### src/rtl/display_driver_pkg.sv
// Shared constants for the multiplexed 7-segment status display.
//   NUM_DIGITS : number of scanned digit positions (8, two hex digits per value)
//   SCAN_W     : width of the scan counter / digit index
//   SEG_TABLE  : hex nibble -> segment pattern, bits 6..0 = g,f,e,d,c,b,a
//   SEG_BLANK  : all segments off
//   DP_BIT     : bit position of the decimal point in a segment pattern
package display_pkg;

  localparam int NUM_DIGITS = 8;
  localparam int SCAN_W     = $clog2(NUM_DIGITS);
  localparam int DP_BIT     = 7;

  localparam logic [7:0] SEG_BLANK = 8'h00;

  // Active-high segments, dp clear in every entry.
  localparam logic [7:0] SEG_TABLE [16] = '{
    8'h3F, 8'h06, 8'h5B, 8'h4F,
    8'h66, 8'h6D, 8'h7D, 8'h07,
    8'h7F, 8'h6F, 8'h77, 8'h7C,
    8'h39, 8'h5E, 8'h79, 8'h71
  };

endpackage

### src/rtl/display_driver_if.sv
// Bundle of the display data path between the controller logic and the driver.
//   clk_1hz         : slow page tick (asynchronous data, not a clock)
//   c9_11..c9_22    : page-0 byte values
//   c4_11..c4_22    : page-1 byte values
//   digit           : currently driven digit position
//   seg_data        : active-high segment pattern for digit (bit 7 = dp)
// master modport = the side supplying values; slave modport = the driver.
interface display_driver_if;
  import display_pkg::*;

  logic              clk_1hz;
  logic [7:0]        c9_11, c9_12, c9_21, c9_22;
  logic [7:0]        c4_11, c4_12, c4_21, c4_22;
  logic [SCAN_W-1:0] digit;
  logic [7:0]        seg_data;

  modport master (
    output clk_1hz,
    output c9_11, c9_12, c9_21, c9_22,
    output c4_11, c4_12, c4_21, c4_22,
    input  digit, seg_data
  );

  modport slave (
    input  clk_1hz,
    input  c9_11, c9_12, c9_21, c9_22,
    input  c4_11, c4_12, c4_21, c4_22,
    output digit, seg_data
  );

endinterface

### src/rtl/display_driver_hex_to_seg.sv
// Combinational hex nibble to 7-segment pattern decoder.
//   nibble : 4-bit value to display
//   seg    : active-high pattern, bits 6..0 = g..a, bit 7 (dp) always 0
module hex_to_seg
  import display_pkg::*;
(
  input  logic [3:0] nibble,
  output logic [7:0] seg
);

  always_comb begin
    seg         = SEG_TABLE[nibble];
    seg[DP_BIT] = 1'b0;
  end

endmodule

### src/rtl/display_driver.sv
// Eight-position multiplexed 7-segment driver showing two pages of four bytes.
//   clk_1000hz : scan clock, one digit position per cycle
//   resetn     : synchronous active-low reset
//   bus        : display_driver_if slave (tick, page values, digit/segment outputs)
// The 1 Hz tick is synchronized, rising-edge detected and used to flip the
// page. Values are read live at each digit update, never latched.
module display_driver
  import display_pkg::*;
(
  input  logic              clk_1000hz,
  input  logic              resetn,
  display_driver_if.slave   bus
);

  logic [SCAN_W-1:0] scan;
  logic              page;
  logic              s1, s2, s3;

  logic [7:0] c9_vals [4];
  logic [7:0] c4_vals [4];
  logic [7:0] group   [4];
  logic [7:0] sel_byte;
  logic [3:0] nibble;
  logic [7:0] seg;
  logic       tick_rise;

  assign c9_vals[0] = bus.c9_11;
  assign c9_vals[1] = bus.c9_12;
  assign c9_vals[2] = bus.c9_21;
  assign c9_vals[3] = bus.c9_22;
  assign c4_vals[0] = bus.c4_11;
  assign c4_vals[1] = bus.c4_12;
  assign c4_vals[2] = bus.c4_21;
  assign c4_vals[3] = bus.c4_22;

  generate
    for (genvar gi = 0; gi < 4; gi++) begin : g_group
      assign group[gi] = page ? c4_vals[gi] : c9_vals[gi];
    end
  endgenerate

  // Two digit positions per byte: even index = high nibble, odd = low nibble.
  assign sel_byte = group[scan[SCAN_W-1:1]];
  assign nibble   = scan[0] ? sel_byte[3:0] : sel_byte[7:4];

  hex_to_seg u_hex_to_seg (
    .nibble (nibble),
    .seg    (seg)
  );

  // s3 clears on reset, so a tick already high at release is seen as a rise.
  assign tick_rise = s2 & ~s3;

  always_ff @(posedge clk_1000hz) begin
    if (!resetn) begin
      scan         <= '0;
      page         <= 1'b0;
      s1           <= 1'b0;
      s2           <= 1'b0;
      s3           <= 1'b0;
      bus.digit    <= '0;
      bus.seg_data <= SEG_BLANK;
    end else begin
      s1 <= bus.clk_1hz;
      s2 <= s1;
      s3 <= s2;
      if (tick_rise) begin
        page <= ~page;
      end
      // digit and seg_data are loaded together from the same scan value.
      bus.digit    <= scan;
      bus.seg_data <= seg;
      scan         <= scan + SCAN_W'(1);
    end
  end

endmodule

### src/flat_wrapper.sv
// flat-port wrapper written by rule: the top's interface ports become plain ports
module display_driver_flat import display_pkg::*;
  (clk_1000hz, resetn, bus_clk_1hz, bus_c9_11, bus_c9_12, bus_c9_21, bus_c9_22, bus_c4_11, bus_c4_12, bus_c4_21, bus_c4_22, bus_digit, bus_seg_data);
  display_driver_if bus_i ();
  input  logic clk_1000hz;
  input  logic resetn;
  input wire logic [$bits(bus_i.clk_1hz)-1:0] bus_clk_1hz;
  input wire logic [$bits(bus_i.c9_11)-1:0] bus_c9_11;
  input wire logic [$bits(bus_i.c9_12)-1:0] bus_c9_12;
  input wire logic [$bits(bus_i.c9_21)-1:0] bus_c9_21;
  input wire logic [$bits(bus_i.c9_22)-1:0] bus_c9_22;
  input wire logic [$bits(bus_i.c4_11)-1:0] bus_c4_11;
  input wire logic [$bits(bus_i.c4_12)-1:0] bus_c4_12;
  input wire logic [$bits(bus_i.c4_21)-1:0] bus_c4_21;
  input wire logic [$bits(bus_i.c4_22)-1:0] bus_c4_22;
  output wire logic [$bits(bus_i.digit)-1:0] bus_digit;
  output wire logic [$bits(bus_i.seg_data)-1:0] bus_seg_data;
  assign bus_i.clk_1hz = bus_clk_1hz;
  assign bus_i.c9_11 = bus_c9_11;
  assign bus_i.c9_12 = bus_c9_12;
  assign bus_i.c9_21 = bus_c9_21;
  assign bus_i.c9_22 = bus_c9_22;
  assign bus_i.c4_11 = bus_c4_11;
  assign bus_i.c4_12 = bus_c4_12;
  assign bus_i.c4_21 = bus_c4_21;
  assign bus_i.c4_22 = bus_c4_22;
  assign bus_digit = bus_i.digit;
  assign bus_seg_data = bus_i.seg_data;
  display_driver u_core (.clk_1000hz(clk_1000hz), .resetn(resetn), .bus(bus_i));
endmodule
### config.mk
export PLATFORM = sky130hd
export DESIGN_NAME = display_driver_flat
export DESIGN_NICKNAME = d
export VERILOG_FILES = /design/src/rtl/display_driver_pkg.sv /design/src/rtl/display_driver_if.sv /design/src/rtl/display_driver_hex_to_seg.sv /design/src/rtl/display_driver.sv /design/src/flat_wrapper.sv
export SDC_FILE = /design/constraint.sdc
export NUM_CORES = 1
export LEC_CHECK = 0
export CAP_MARGIN = 20
export CORE_ASPECT_RATIO = 0.6
export CORE_MARGIN = 4
export CORE_UTILIZATION = 40
export CTS_BUF_LIST = sky130_fd_sc_hd__clkbuf_16
export CTS_CLUSTER_SIZE = 30
export DETAILED_ROUTE_END_ITERATION = 16
export MAX_ROUTING_LAYER = met4
export PLACE_DENSITY_LB_ADDON = 0.3
export SYNTH_ARGS = -nofsm -noshare
export SYNTH_HDL_FRONTEND = slang
export SYNTH_SLANG_ARGS = --single-unit
### constraint.sdc
create_clock -name clk_1000hz -period 4.3 [get_ports clk_1000hz]
set_input_delay 0.43 -clock clk_1000hz [delete_from_list [all_inputs] [get_ports clk_1000hz]]
set_output_delay 0.43 -clock clk_1000hz [all_outputs]
set_load 0.1 [all_outputs]
=== Word level (Yosys, flattened, before mapping) ===
Memory sizes are Yosys's and may differ from the RTL's. A register that Yosys moved wholly into a read port is not among the register bits.
Cells that the tools add are included.

* Register bits: 11
* Latch bits: 0
* RAM bits: 0
* Memory bits (read-only): 128
* Input port bits: 67
* Output and inout bits: 11
* Logic and storage cells: 24
* Memories kept: 1

{| class="wikitable"
|+ Memory list
! memory !! words !! width !! rd ports !! clocked after Yosys merged registers in !! write ports !! line !! text
|-
| (no name shown) || 16 || 8 || 1 || 1 || 0 || display_driver_hex_to_seg.sv:12 || <nowiki>seg = SEG_TABLE[nibble];</nowiki>
|}

* Add/sub/neg operators: 1
* $mul: 0
* Div/mod/pow operators: 0
* Magnitude comparators: 1
* Equality and inequality tests: 0
* Shift operators: 0
* Muxes and demuxes: 8
* Bitwise operators: 5
* Reduce and logical (&&, ||, !) cells: 1

{| class="wikitable"
|+ Operators with widths
! operator !! count
|-
| 2-to-1 mux 8 bit || 6
|-
| binary-select mux 8 bit (select 2 bit) || 1
|-
| NOT 4 -> 5 bit || 1
|-
| 2-to-1 mux 4 bit || 1
|-
| adder 3 x 1 -> 3 bit, second input constant || 1
|-
| >= comparator 3 bit, second input constant || 1
|-
| NOT 2 -> 3 bit || 1
|-
| NOT 1 bit || 2
|-
| AND 1 bit || 1
|-
| zero test 1 bit || 1
|}

=== Longest topological paths before layout ===
* Word-level depth: 6
* Depth in mapped cells: 11
* Gate-level depth less buffers: 9

=== By module ===
A second synthesis with hierarchy kept.

* Cell total of the unflattened synthesis: 117
* Area, all modules: 1382.6 um^2

{| class="wikitable"
|+ Modules (own cells, without submodules)
! module !! instances !! cells each !! area an instance (um^2) !! seq. area each (um^2)
|-
| display_driver || 1 || 82 || 1084.8 || 360.3
|-
| hex_to_seg || 1 || 35 || 297.8 || 0.0
|}

=== Least setup slack after synthesis ===
Ideal clock, no wire load.

* Kind: flip-flop to flip-flop
* Start: reg u_core.page
* End: reg u_core.bus.seg_data[6]
* Library setup time: 0.086 ns
* Data arrival time: 2.319 ns
* Data required time: 4.214 ns
* Setup slack: 1.895 ns
* Stages on the path, launching flop included: 10
* Path buffers: 2
* Period minus slack after synthesis: 2.405 ns
* Path through: dfxtp_1 > buf_6 > buf_6 > mux4_2 > a22oi_1 > and3_1 > inv_1 > ha_1 > mux2_4 > a221oi_2

* Word-level cells in the longest chain between the ends: 6
* Elaborated cells on any way between the ends: 9
* Those cells by class: mux (8); bitwise (1)

{| class="wikitable"
|+ Ends and longest elaborated chain
! element !! line !! text
|-
| start: declaration || display_driver.sv:16 || <nowiki>logic page;</nowiki>
|-
| start signal: assignment || display_driver.sv:68 || <nowiki>page <= ~page;</nowiki>
|-
| 2-to-1 mux 8 bit || display_driver.sv:38 || <nowiki>assign group[gi] = page ? c4_vals[gi] : c9_vals[gi];</nowiki>
|-
| binary-select mux 8 bit (select 2 bit) (*) || display_driver.sv:43 || <nowiki>assign sel_byte = group[scan[SCAN_W-1:1]];</nowiki>
|-
| 2-to-1 mux 8 bit (implied by the code) (*) (2 in a row) || display_driver.sv:43 ||
|-
| 2-to-1 mux 4 bit (*) || display_driver.sv:44 || <nowiki>assign nibble = scan[0] ? sel_byte[3:0] : sel_byte[7:4];</nowiki>
|-
| NOT 4 -> 5 bit (implied by the code) (*) || display_driver_hex_to_seg.sv:12 ||
|-
| end: declaration || display_driver_if.sv:28 || <nowiki>output digit, seg_data</nowiki>
|}

Every way passes the cells marked *; elsewhere a longest branch is shown, timed or not. The select of a mux whose other input is x is not followed.
A chain may end at the register's enable or synchronous reset.

=== Worst setup path in the final report ===
* Start: reg u_core.page
* End: reg u_core.bus.seg_data[0]

The elaborated chain is that of the path after synthesis.

==> results.json <==
{
  "via_count": 1329,
  "dp_hpwl_um": 3370,
  "synth_flop_cell": "dfxtp_1",
  "drive_gt1_frac": 0.128,
  "drtPass1Iterations": 5,
  "grt_usage": 0.191,
  "path_cells": "buf_4 > mux4_1 > a22oi_1 > and3_1 > inv_1 > ha_1 > nor4_1 > o2bb2ai_1 > o311ai_1",
  "synthTopCellsByArea": "dfxtp_1 24%, mux4_2 14%, mux4_1 11%, ha_1 7.0%, and2_1 3.9%",
  "leakagePower_uw": 0.000884,
  "path_buf_inv": 2,
  "finalCritPeriodShare": 0.669,
  "drv_cap": 0,
  "final-setup-viol-count": 0,
  "postCtsSetupBuffers": 0,
  "synthDistinctLibCells": 44,
  "rsz0062_at_grt": "no",
  "cp-start-kind": "register",
  "worst-setup-path-type": "reg -> reg",
  "grt_max_degree": 20,
  "hold_path_class": "reg -> reg",
  "io_pins": 78,
  "cts_tree": "built",
  "status": "finished, final reports clean",
  "gp_congestion": 0.969,
  "core_um2": 3340,
  "vdd_drop_max_uv": 229,
  "drtIter0Drc": 53,
  "worst_pin_slew_ns": 0.994,
  "synth.avg_cell_area_um2": 11.7,
  "root_buffer": "clkbuf_16",
  "cts_resized": 0,
  "dieArea_um2": 4640,
  "vias_per_cell": 5.51,
  "antenna_found_initial": 0,
  "fin_worst_skew_ns": 0.00115,
  "cp_slowest_cell": "mux4_1",
  "path_delay_family": "simple AND/OR/NAND/NOR gates",
  "initial_utilization": 0.430,
  "powerDensity_nw_per_um2": 344,
  "path_max_fanout": 13,
  "design_area_um2": 2290,
  "ys_seq_area_frac": 0.237,
  "fin_crit_ns": 2.88,
  "fp.dieH_um": 54.4,
  "place_area_um2": 2210,
  "final_antenna_net_count": 0,
  "synth_edf_count": 0,
  "postCtsHoldBufs": 0,
  "cpPeakStageDelay_ns": 0.59,
  "final_max_slew_viol_count": 0,
  "drcViolationCount": 0,
  "numCtsBuffers": 3,
  "synthCells": 123,
  "netlist_area_um2": 1440,
  "holdWs_ns": 0.441,
  "async_reset_ff_frac": 0,
  "cts_max_path_buffers": 2,
  "area_growth_pct": 59.5,
  "num_rows": 16,
  "wl_um": 4050,
  "antenna_cells": 0,
  "clock_sinks": 17,
  "wl_per_cell_um": 16.8,
  "grt_overflow": 0,
  "yosysWarnings": 0,
  "h-tree-depth": 1,
  "endpoint_kind": "register",
  "synth_top_area_frac": 0.237,
  "path_clk_slew_ns": 0.05,
  "io_buffer_count": 76,
  "slew_headroom": 0.335,
  "synth-seq-cells": 17,
  "grt_pass1_vias": 1493,
  "synth_fp_nets": 198,
  "p_total_uw": 788,
  "max_freq_mhz": 348,
  "layout_commonest_cell": "clkdlybuf4s50_1",
  "clock_latency_ns": 0.25,
  "fin_setup_tns_ns": 0,
  "synth_largest_area_cell": "dfxtp_1",
  "finalHoldViolations": 0,
  "die_w_um": 85.4,
  "layout_common_cells": "76 x clkdlybuf4s50_1, 17 x dfxtp_1, 9 x mux4_2, 9 x and2_1, 8 x ha_1",
  "grt_pass1_wl_um": 6760,
  "critPathRequiredTime_ns": 4.46,
  "num-nets-final": 272,
  "arrival_ns": 3.03
}
sequential cells by signal, indices dropped and copies added, names as in the netlist:
signal / cells
u_core.bus.seg_data: 7
u_core.bus.digit: 3
u_core.scan: 3
u_core.page: 1
u_core.s1: 1
u_core.s2: 1
u_core.s3: 1
area by class of cell:
class / count / area (um2)
repair buffers: 77 / 768
inverters: 4 / 15.0
fillers: 242 / 1050
clock inverters: 1 / 7.51
well taps: 45 / 56.3
multi-input cells: 94 / 1030
flip-flops and latches: 17 / 340
clock buffers: 3 / 75.1
cells in the mapped netlist, drive strengths merged, types with 2 or more instances:
master / count
mux4: 15
a221oi: 4
inv: 3
dfxtp: 17
mux2i: 4
o21ai: 2
and3: 4
a21oi: 4
nand3: 3
nand2: 4
ha: 8
a22o: 2
nor2: 7
nor2b: 6
buf: 7
xnor2: 2
a22oi: 4
nand4: 2
and2: 10
stage by stage:
step / instances / setup slack (ns) / util
after floorplan: 123 / 1.89 / -
after global placement: 237 / 1.61 / 0.661
after detailed placement: 237 / 1.41 / 0.661
after CTS: 241 / 1.39 / 0.685
after global routing: 241 / 1.14 / 0.685
final: 241 / 1.42 / 0.685
layer usage:
metal,track usage,share of wire,up-vias
met1,0.206,0.41,635
met5,-,0,-
met3,0.0556,0.084,6
li1,-,-,625
met4,0.0447,0.0099,0
met2,0.360,0.49,63
final timing paths:
path | cells past startpoint | slack, ns | start | endpoint
worst max-delay path | 9 | 1.42 | u_core.page | u_core.bus.seg_data[0]
worst max register to register | 9 | 1.42 | u_core.page | u_core.bus.seg_data[0]
worst min register to register | 1 | 0.44 | u_core.s1 | u_core.s2
worst min-delay path | 1 | 0.44 | u_core.s1 | u_core.s2
power breakdown:
| group | switching, uW | total (uW) | internal [uW] |
|---|---|---|---|
| clock | 64.6 | 190 | 125 |
| combinational | 234 | 402 | 168 |
| sequential | 18.0 | 196 | 178 |
logic make-up (layout without fill, tap and decap cells):
group                      count (synthesis)  after routing  synth area share
xor gates and xnor gates                   2              2            0.0122
adders and majority gates                  8              8            0.0697
AOI/OAI and AO/OA                         24             24             0.186
buffers and inverters                     12             85            0.0470
DFF                                       17             17             0.237
other                                      1              1           0.00261
muxes                                     20             20             0.289
and+or+nand+nor                           39             39             0.156
Power figures use the tool's default switching activity.
